[src/rtl/inst_encoder_pkg.sv]
// Shared definitions for the RV32 instruction encoder slice.
// Holds the instruction-format enum that imm_generator also uses, plus the
// standard RV32 bit positions of the non-immediate instruction fields.
package inst_encoder_pkg;

  // Instruction format selector; values match imm_generator.
  typedef enum logic [2:0] {
    INST_NONE = 3'd0,
    INST_I    = 3'd1,
    INST_S    = 3'd2,
    INST_SB   = 3'd3,
    INST_UJ   = 3'd4,
    INST_U    = 3'd5
  } inst_t;

  // LSB positions of the fixed RV32 fields inside a 32-bit word.
  localparam int unsigned OPCODE_LSB = 0;
  localparam int unsigned RD_LSB     = 7;
  localparam int unsigned FUNCT3_LSB = 12;
  localparam int unsigned RS1_LSB    = 15;
  localparam int unsigned RS2_LSB    = 20;
  localparam int unsigned FUNCT7_LSB = 25;

  // FIFO entry: {err, word}.
  localparam int unsigned ENTRY_W = 33;

endpackage

[src/rtl/inst_fifo.sv]
// Synchronous DEPTH x WIDTH FIFO with occupancy count.
// Ports: clk, nrst (async active-low), push/wdata (write side, ignored when
// full), pop (read side, ignored when empty), rdata (head entry),
// count (0..DEPTH), full, empty. DEPTH must be a power of two so the
// pointers wrap naturally.
module inst_fifo
  import inst_encoder_pkg::*;
#(
  parameter int DEPTH = 4,
  parameter int WIDTH = ENTRY_W
) (
  input  logic                       clk,
  input  logic                       nrst,
  input  logic                       push,
  input  logic [WIDTH-1:0]           wdata,
  input  logic                       pop,
  output logic [WIDTH-1:0]           rdata,
  output logic [$clog2(DEPTH+1)-1:0] count,
  output logic                       full,
  output logic                       empty
);

  localparam int PTR_W = $clog2(DEPTH);
  localparam int CNT_W = $clog2(DEPTH + 1);

  logic [WIDTH-1:0] mem_r [DEPTH];
  logic [PTR_W-1:0] wr_ptr_r;
  logic [PTR_W-1:0] rd_ptr_r;
  logic [CNT_W-1:0] count_r;
  logic             push_ok_s;
  logic             pop_ok_s;

  assign full      = (count_r == CNT_W'(DEPTH));
  assign empty     = (count_r == {CNT_W{1'b0}});
  assign push_ok_s = push & ~full;
  assign pop_ok_s  = pop & ~empty;
  assign count     = count_r;
  // Storage is reset so the head reads zero out of reset.
  assign rdata     = mem_r[rd_ptr_r];

  // Storage, pointers and occupancy.
  always_ff @(posedge clk or negedge nrst) begin
    if (!nrst) begin
      for (int i = 0; i < DEPTH; i++) begin
        mem_r[i] <= {WIDTH{1'b0}};
      end
      wr_ptr_r <= {PTR_W{1'b0}};
      rd_ptr_r <= {PTR_W{1'b0}};
      count_r  <= {CNT_W{1'b0}};
    end else begin
      if (push_ok_s) begin
        mem_r[wr_ptr_r] <= wdata;
        wr_ptr_r        <= wr_ptr_r + PTR_W'(1);
      end
      if (pop_ok_s) begin
        rd_ptr_r <= rd_ptr_r + PTR_W'(1);
      end
      case ({push_ok_s, pop_ok_s})
        2'b10:   count_r <= count_r + CNT_W'(1);
        2'b01:   count_r <= count_r - CNT_W'(1);
        default: count_r <= count_r;
      endcase
    end
  end

endmodule

[src/rtl/inst_encoder.sv]
// RV32 instruction encoder: packs fields and an immediate into a 32-bit
// word (inverse of imm_generator), flags unrepresentable immediates and
// queues {err, word} in a small FIFO with valid/ready on both sides.
// Ports: clk, nrst; request side in_valid/in_ready with type_i, imm_i,
// opcode_i, rd_i, rs1_i, rs2_i, funct3_i, funct7_i; consumer side
// out_valid/out_ready with out_inst, out_err; err_count (saturating,
// cleared by err_clr).
module inst_encoder
  import inst_encoder_pkg::*;
#(
  parameter int DEPTH = 4
) (
  input  logic        clk,
  input  logic        nrst,
  input  logic        in_valid,
  output logic        in_ready,
  input  logic [2:0]  type_i,
  input  logic [31:0] imm_i,
  input  logic [6:0]  opcode_i,
  input  logic [4:0]  rd_i,
  input  logic [4:0]  rs1_i,
  input  logic [4:0]  rs2_i,
  input  logic [2:0]  funct3_i,
  input  logic [6:0]  funct7_i,
  output logic        out_valid,
  input  logic        out_ready,
  output logic [31:0] out_inst,
  output logic        out_err,
  output logic [7:0]  err_count,
  input  logic        err_clr
);

  localparam int CNT_W = $clog2(DEPTH + 1);

  inst_t              type_s;
  logic [31:0]        word_s;
  logic               err_s;
  logic               accept_s;
  logic [ENTRY_W-1:0] head_s;
  logic [CNT_W-1:0]   count_s;
  logic               full_s;
  logic               empty_s;
  logic [7:0]         err_count_r;

  assign type_s = inst_t'(type_i);

  // Field packing, immediate scatter and legality check.
  always_comb begin
    word_s = 32'd0;
    word_s[OPCODE_LSB +: 7] = opcode_i;
    word_s[RD_LSB     +: 5] = rd_i;
    word_s[FUNCT3_LSB +: 3] = funct3_i;
    word_s[RS1_LSB    +: 5] = rs1_i;
    word_s[RS2_LSB    +: 5] = rs2_i;
    word_s[FUNCT7_LSB +: 7] = funct7_i;
    err_s = 1'b0;
    case (type_s)
      INST_I: begin
        word_s[31:20] = imm_i[11:0];
        err_s = (imm_i[31:11] != {21{imm_i[11]}});
      end
      INST_S: begin
        word_s[31:25] = imm_i[11:5];
        word_s[11:7]  = imm_i[4:0];
        err_s = (imm_i[31:11] != {21{imm_i[11]}});
      end
      INST_SB: begin
        word_s[31]    = imm_i[11];
        word_s[7]     = imm_i[10];
        word_s[30:25] = imm_i[9:4];
        word_s[11:8]  = imm_i[3:0];
        err_s = (imm_i[31:11] != {21{imm_i[11]}});
      end
      INST_UJ: begin
        // imm[10] lands in bit 31, so it doubles as the sign on decode.
        word_s[31:21] = imm_i[10:0];
        word_s[20]    = imm_i[11];
        word_s[19:12] = imm_i[19:12];
        err_s = (imm_i[31:20] != {12{imm_i[10]}});
      end
      INST_U: begin
        word_s[31:12] = imm_i[31:12];
        err_s = (imm_i[11:0] != 12'd0);
      end
      default: begin
        word_s = {25'd0, opcode_i};
        err_s  = 1'b1;
      end
    endcase
  end

  // Backpressure comes only from occupancy; a pop in the same cycle does
  // not free a slot for a push when full.
  assign in_ready = (count_s != CNT_W'(DEPTH));
  assign accept_s = in_valid & ~full_s;

  inst_fifo #(
    .DEPTH (DEPTH),
    .WIDTH (ENTRY_W)
  ) u_fifo (
    .clk   (clk),
    .nrst  (nrst),
    .push  (accept_s),
    .wdata ({err_s, word_s}),
    .pop   (out_ready),
    .rdata (head_s),
    .count (count_s),
    .full  (full_s),
    .empty (empty_s)
  );

  assign out_valid = ~empty_s;
  assign out_inst  = head_s[31:0];
  assign out_err   = head_s[32];
  assign err_count = err_count_r;

  // Saturating error counter; clear wins over a coincident increment.
  always_ff @(posedge clk or negedge nrst) begin
    if (!nrst) begin
      err_count_r <= 8'd0;
    end else if (err_clr) begin
      err_count_r <= 8'd0;
    end else if (accept_s && err_s && (err_count_r != 8'd255)) begin
      err_count_r <= err_count_r + 8'd1;
    end
  end

endmodule
[config.mk]
export PLATFORM = sky130hd
export DESIGN_NAME = inst_encoder
export DESIGN_NICKNAME = d
export VERILOG_FILES = /design/src/rtl/inst_encoder_pkg.sv /design/src/rtl/inst_fifo.sv /design/src/rtl/inst_encoder.sv
export SDC_FILE = /design/constraint.sdc
export NUM_CORES = 1
export LEC_CHECK = 0
export BUFFER_PORTS_ARGS = -buffer_cell sky130_fd_sc_hd__buf_2
export CORE_MARGIN = 10
export CORE_UTILIZATION = 45
export CTS_CLUSTER_DIAMETER = 30
export DETAILED_ROUTE_END_ITERATION = 7
export HOLD_SLACK_MARGIN = 0.12
export PLACE_DENSITY = 0.66
export SYNTH_ARGS = -nofsm -noshare
export SYNTH_HDL_FRONTEND = slang
export SYNTH_HIERARCHICAL = 1
export SYNTH_SLANG_ARGS = --single-unit
[constraint.sdc]
create_clock -name clk -period 3.24 [get_ports clk]
set_input_delay 0.162 -clock clk [delete_from_list [all_inputs] [get_ports clk]]
set_output_delay 0.162 -clock clk [all_outputs]
set_load 0.01 [all_outputs]
==> results.toml, run 1 <==
[yosys]
ys_seq_area_share_pct = 49.4
synth_flop_cell = "dfrtp_1"
yosys-top-cells-area = "dfrtp_1 (49%), mux2_2 (20%), mux4_2 (10%)"
synth_top_area_share_pct = 49.4
ys_ff_latch = 147
synthArstFlopShare_pct = 100
synthesis.area_um2 = 7440
netlist_instances = 564
yosysTopAreaCell = "dfrtp_1"
syn_area_per_cell_um2 = 13.2
synth_fp_nets = 643
synth.distinct_cells = 41
synth_edf_count = 0
ys_warn_count = 6

[placement]
post-place-cells = 862
gp_congestion = 0.821
placed_area_um2 = 8150
portBuffers = 107
hpwlAfterDp_um = 13200

[finish]
fin_area_um2 = 8860
area_growth_pct = 19.1
diodes = 0
final_cells = 900
mostFrequentLayoutCells = "dfrtp_1 (146), mux2_2 (133), buf_2 (106), a21oi_1 (39), nand2_1 (35)"
layout_commonest_cell = "dfrtp_1"
nets = 753
drive_gt1_share_pct = 46.9

[cts]
clock-sinks = 147
clk_path_buf_depth = 2
cts_root_buf = "clkbuf_16"
htreeDepth = 4
cts_tree = "yes"
clk_latency_ns = 0.42
cts-resized-gates = 0
cts_buffers = 17
cts.reportedPaths.clkPinSlew_ns = 0.06

[worst_setup_path]
path_delay_family = "compound AO/OA/AOI/OAI gates"
path_cells = "nor3b_2 -> nor2b_1 -> o21ai_0 -> a2111oi_0 -> a211oi_2 -> or4_1 -> a21oi_1"
worst-path-stages = 7
crit_slowest_cell = "a2111oi_0"
reg2reg_depth = 7
end_kind = "flip-flop"
worstSetupPathType = "flip-flop to flip-flop"
path_buf_inv = 0
cp-start-kind = "flip-flop"
required_ns = 3.58
slowest_delay_ns = 0.64
critPathArrivalTime_ns = 3.38
crit_path_max_fanout = 14

[floorplan]
die_w_um = 149
rows = 46
ios = 115
start_util_pct = 46.3
die-area_um2 = 22100
core_area_um2 = 16100
fp.dieH_um = 149

[pwr]
power_density_nw_per_um2 = 972
leakage_uw = 0.00391
p_total_uw = 8620
ir_worst_vdd_mv = 0.454

[routing]
vias = 5089
postRouteAntennaNets = 0
viasPerCell = 5.65
first_pass_iters = 4
routed_wl_um = 18700
first_iter_violations = 281
wl_per_cell_um = 20.8
drc = 0

[global_routing]
grt_max_degree = 112
gr-total-overflow = 0
grtUsageTotal_pct = 17.1
antenna_found_initial = 0
grt_pass1_wl_um = 29800
first_global_vias = 5531

[timing]
final_max_slew_viol_count = 0
max_freq_mhz = 329
setup-violations-final = 0
tightest_slew_ns = 1.04
min_period_ns = 3.04
skew_ns = 0.00532
setup_tns_ns = 0
rsz0062_at_grt = "false"
slew_headroom_pct = 30.6
finalCritPeriodShare_pct = 93.7
hold_viol = 0

[status]
outcome = "finished clean"

[run]
drv_cap = 0

[worst_hold_path]
hold_depth = 3
worstHoldPathType = "primary input to flip-flop"
synthesized netlist by cell type, types with 2 or more instances:
cell type and number:
dfrtp_1 147, mux2_2 133, a21oi_1 39, nand2_1 35
mux4_2 33, o21ai_0 21, nor2_1 16, clkbuf_1 13
nor2b_1 12, clkbuf_8 8, inv_1 8, nand4_1 7
o22ai_1 7, a211o_1 6, ha_1 6, buf_1 5
buf_2 5, buf_6 5, mux2i_1 5, nor3_1 5
or4_1 5, nand3_1 4, nor2_2 4, nor4_1 4
xor2_1 4, nand2b_1 3, o21ai_1 3, o31ai_1 3
or3_1 3, xnor2_1 3, nor4_2 2
registers in the layout (all words and copies together) (netlist names):
register / cells
u_fifo/rd_ptr_r: 2
u_fifo/wr_ptr_r: 2
err_count: 8
u_fifo/count: 3
u_fifo/mem_r: 132
power breakdown:
part           internal [µW]  total, µW  switching, µW
Combinational           1890       3300           1420
Clock                   1380       2110            730
Sequential              2670       3210            538
Total                   5930       8620           2690
layout make-up:
cell class | instances | area [µm²]
inverters | 8 | 30.0
fillers | 1330 | 7190
flip-flops and latches | 147 | 3680
multi-input cells | 373 | 3490
repair buffers | 127 | 764
clock buffers | 20 | 447
well taps | 216 | 270
clock inverters | 9 | 180
final timing paths:
check	slack, ns	start	to
worst max-delay path	0.20	u_fifo/count[2]	err_count[5]
worst min-delay path	0.15	out_ready	u_fifo/rd_ptr_r[0]
worst max register to register	0.20	u_fifo/count[2]	err_count[5]
worst min register to register	0.50	u_fifo/mem_r[86]	u_fifo/mem_r[86]
max in group asynchronous	1.87	nrst	u_fifo/mem_r[6]
min in group asynchronous	0.45	nrst	u_fifo/mem_r[1]
kinds of logic (layout without fill, tap and decap cells):
| group | Yosys count | in the layout | share of synthesized area [%] |
|---|---|---|---|
| XOR/XNOR | 7 | 7 | 0.824 |
| buffers and inverters | 44 | 164 | 3.88 |
| AO/OA/AOI/OAI | 83 | 83 | 6.34 |
| adder cells (fa/ha/maj) | 7 | 7 | 1.28 |
| multiplexers | 171 | 171 | 30.8 |
| flip-flops | 147 | 147 | 49.4 |
| AND/OR/NAND/NOR | 105 | 105 | 7.45 |
timing repair:
item                      CTS  global route
hold endpoints to repair  145             0
hold buffers                9             0
setup buffers               0             0
stage by stage:
stage	hold WS [ns]	utilization, %	setup slack, ns
2_1_floorplan	-0.134	-	0.937
3_3_place_gp	0.352	50.7	0.489
3_5_place_dp	0.376	50.7	0.199
4_1_cts	0.140	55.2	0.201
5_1_grt	0.169	55.2	0.0894
6_report	0.146	55.2	0.203
routing by layer:
metal	routed length, µm	vias up	GRT usage, %
li1	-	2311	-
met1	7930	2618	20.7
met2	9280	135	28.3
met3	1180	25	5.40
met4	315	0	5.80
met5	0	-	0
worst register-to-register path, cell delays in order (launching register included):
cell and delay [ns]:
dfrtp_1 0.42, nor3b_2 0.26, nor2b_1 0.44, o21ai_0 0.25
a2111oi_0 0.64, a211oi_2 0.26, or4_1 0.52, a21oi_1 0.17
(Power assumes the default switching activity.)
==> run 2, diff against run 1 <==
--- a/config.mk
+++ b/config.mk
@@ -7,11 +7,11 @@
 export LEC_CHECK = 0
 export BUFFER_PORTS_ARGS = -buffer_cell sky130_fd_sc_hd__buf_2
 export CORE_MARGIN = 10
-export CORE_UTILIZATION = 45
+export CORE_UTILIZATION = 35
 export CTS_CLUSTER_DIAMETER = 30
+export CTS_CLUSTER_SIZE = 14
 export DETAILED_ROUTE_END_ITERATION = 7
 export HOLD_SLACK_MARGIN = 0.12
-export PLACE_DENSITY = 0.66
 export SYNTH_ARGS = -nofsm -noshare
 export SYNTH_HDL_FRONTEND = slang
 export SYNTH_HIERARCHICAL = 1
==> results.toml, run 2 (synthesized netlist as in run 1, its figures left out) <==
[routing]
viasPerCell = 5.23
postRouteAntennaNets = 0
routed_wl_um = 19700
first_pass_iters = 4
first_iter_violations = 343
wl_per_cell_um = 20.4
drc = 0
vias = 5057

[worst_setup_path]
path_cells = "nor3b_2 -> nor2b_2 -> o21ai_0 -> a2111oi_0 -> a211oi_2 -> mux2i_1 -> nor2_1"
end_kind = "flip-flop"
cp-start-kind = "flip-flop"
slowest_delay_ns = 0.70
crit_slowest_cell = "a211oi_2"
worst-path-stages = 7
reg2reg_depth = 7
required_ns = 3.54
path_delay_family = "compound AO/OA/AOI/OAI gates"
path_buf_inv = 0
crit_start = "u_fifo/count[0]"
critPathArrivalTime_ns = 3.09
crit_path_max_fanout = 14
worstSetupPathType = "flip-flop to flip-flop"
r2r_start = "u_fifo/count[0]"

[global_routing]
gr-total-overflow = 0
grt_max_degree = 92
antenna_found_initial = 7
grtUsageTotal_pct = 14.3
first_global_vias = 5527
grt_pass1_wl_um = 31400

[finish]
nets = 753
mostFrequentLayoutCells = "dfrtp_1 (146), mux2_2 (133), buf_2 (106), a21oi_1 (39), nand2_1 (35)"
final_util_pct = 42.4
drive_gt1_share_pct = 46.9
final_cells = 966
area_growth_pct = 19.5
layout_commonest_cell = "dfrtp_1"
largest_reg_flops = 132
num-fill-cells = 1961
multi_input_area_um2 = 3500
regMostFlops = "u_fifo/mem_r"
ff_latch_area_um2 = 3680

[placement]
post-place-ws_ns = 0.268
gp_congestion = 0.858
post-place-cells = 921
portBuffers = 107
hpwlAfterDp_um = 14000

[floorplan]
fp.dieH_um = 166
start_util_pct = 35.5
die-area_um2 = 27500
core_area_um2 = 21000
rows = 53
ios = 115
die_w_um = 166

[timing]
min_period_ns = 2.79
final_max_slew_viol_count = 0
setup-violations-final = 0
rsz0062_at_grt = "false"
tightest_slew_ns = 0.861
slew_headroom_pct = 42.5
hold_viol = 0
max_freq_mhz = 358
setup_tns_ns = 0
skew_ns = 0.00754
fin_ws_ns = 0.450
finalCritPeriodShare_pct = 86.1

[pwr]
p_comb_share_pct = 38.9
p_switching_uw = 2710
clkPwrFrac_pct = 23.2
p_seq_share_pct = 38.0
switching_share_pct = 31.9
power_density_nw_per_um2 = 954
leakage_uw = 0.00389
p_int_uw = 5780
ir_worst_vdd_mv = 0.352

[cts]
clk_latency_ns = 0.42
cts_tree = "yes"
clk_path_buf_depth = 2
cts.reportedPaths.clkPinSlew_ns = 0.06
cts_root_buf = "clkbuf_16"
htreeDepth = 4
cts_buffers = 17
clock-sinks = 147

[worst_hold_path]
hold_depth = 3
worstHoldPathType = "primary input to flip-flop"
hold_start = "out_ready"

[status]
outcome = "finished clean"

[run]
drv_cap = 0
[run 2: worst min-delay path, delay by kind of cell]
| family | cells | cell delay (ns) |
|---|---|---|
| AO/OA/AOI/OAI | 1 | 0.21 |
| buffers and inverters | 1 | 0.08 |
| XOR/XNOR | 1 | 0.08 |
[run 2: through the flow]
step           total power [µW]  hold WS, ns  instance area [µm²]
5_1_grt                    9000        0.169                 8880
6_report                   8490        0.155                 8890
3_5_place_dp               6640        0.293                 8200
4_1_cts                    8630        0.144                 8880
3_3_place_gp               6420        0.268                 8200
2_1_floorplan              5490       -0.134                 7440
[run 2: layout make-up]
type | count | share of cell area, %
clock buffers | 27 | 5.88
flip-flops and latches | 147 | 41.4
repair buffers | 127 | 8.31
clock inverters | 4 | 0.788
well taps | 275 | 3.87
inverters | 8 | 0.338
diodes | 5 | 0.141
multi-input cells | 373 | 39.3
[run 2: per-layer routing]
| metal | global-route usage, % | share of wire (%) | vias up |
|---|---|---|---|
| met5 | 0 | 0.23 | - |
| met1 | 16.6 | 41 | 2585 |
| met3 | 4.83 | 6.0 | 21 |
| li1 | - | - | 2322 |
| met4 | 4.08 | 1.1 | 6 |
| met2 | 24.7 | 52 | 123 |
[run 2: power groups by stage]
stage               sequential (µW)  clock (µW)  combinational, µW
floorplan                      2980           0               2510
global placement               3150           0               3270
detailed placement             3260           0               3370
CTS                            3240        2000               3390
global route                   3340        2080               3580
finish                         3220        1970               3300
[run 2: path summary, 6_finish.rpt]
path / end / slack [ns]
hold / removal: u_fifo/rd_ptr_r[0] / 0.16
max in group asynchronous: u_fifo/mem_r[82] / 2.08
setup reg to reg: err_count[1] / 0.45
hold reg to reg: u_fifo/mem_r[38] / 0.50
setup / recovery: err_count[1] / 0.45
min in group asynchronous: err_count[4] / 0.36
[run 2: what timing repair did]
action                                 CTS  global route
setup buffers                            0             0
hold buffers                             9             0
setup endpoints to repair                0             1
endpoints found under the hold margin  126             0
gates resized for setup                  0             1
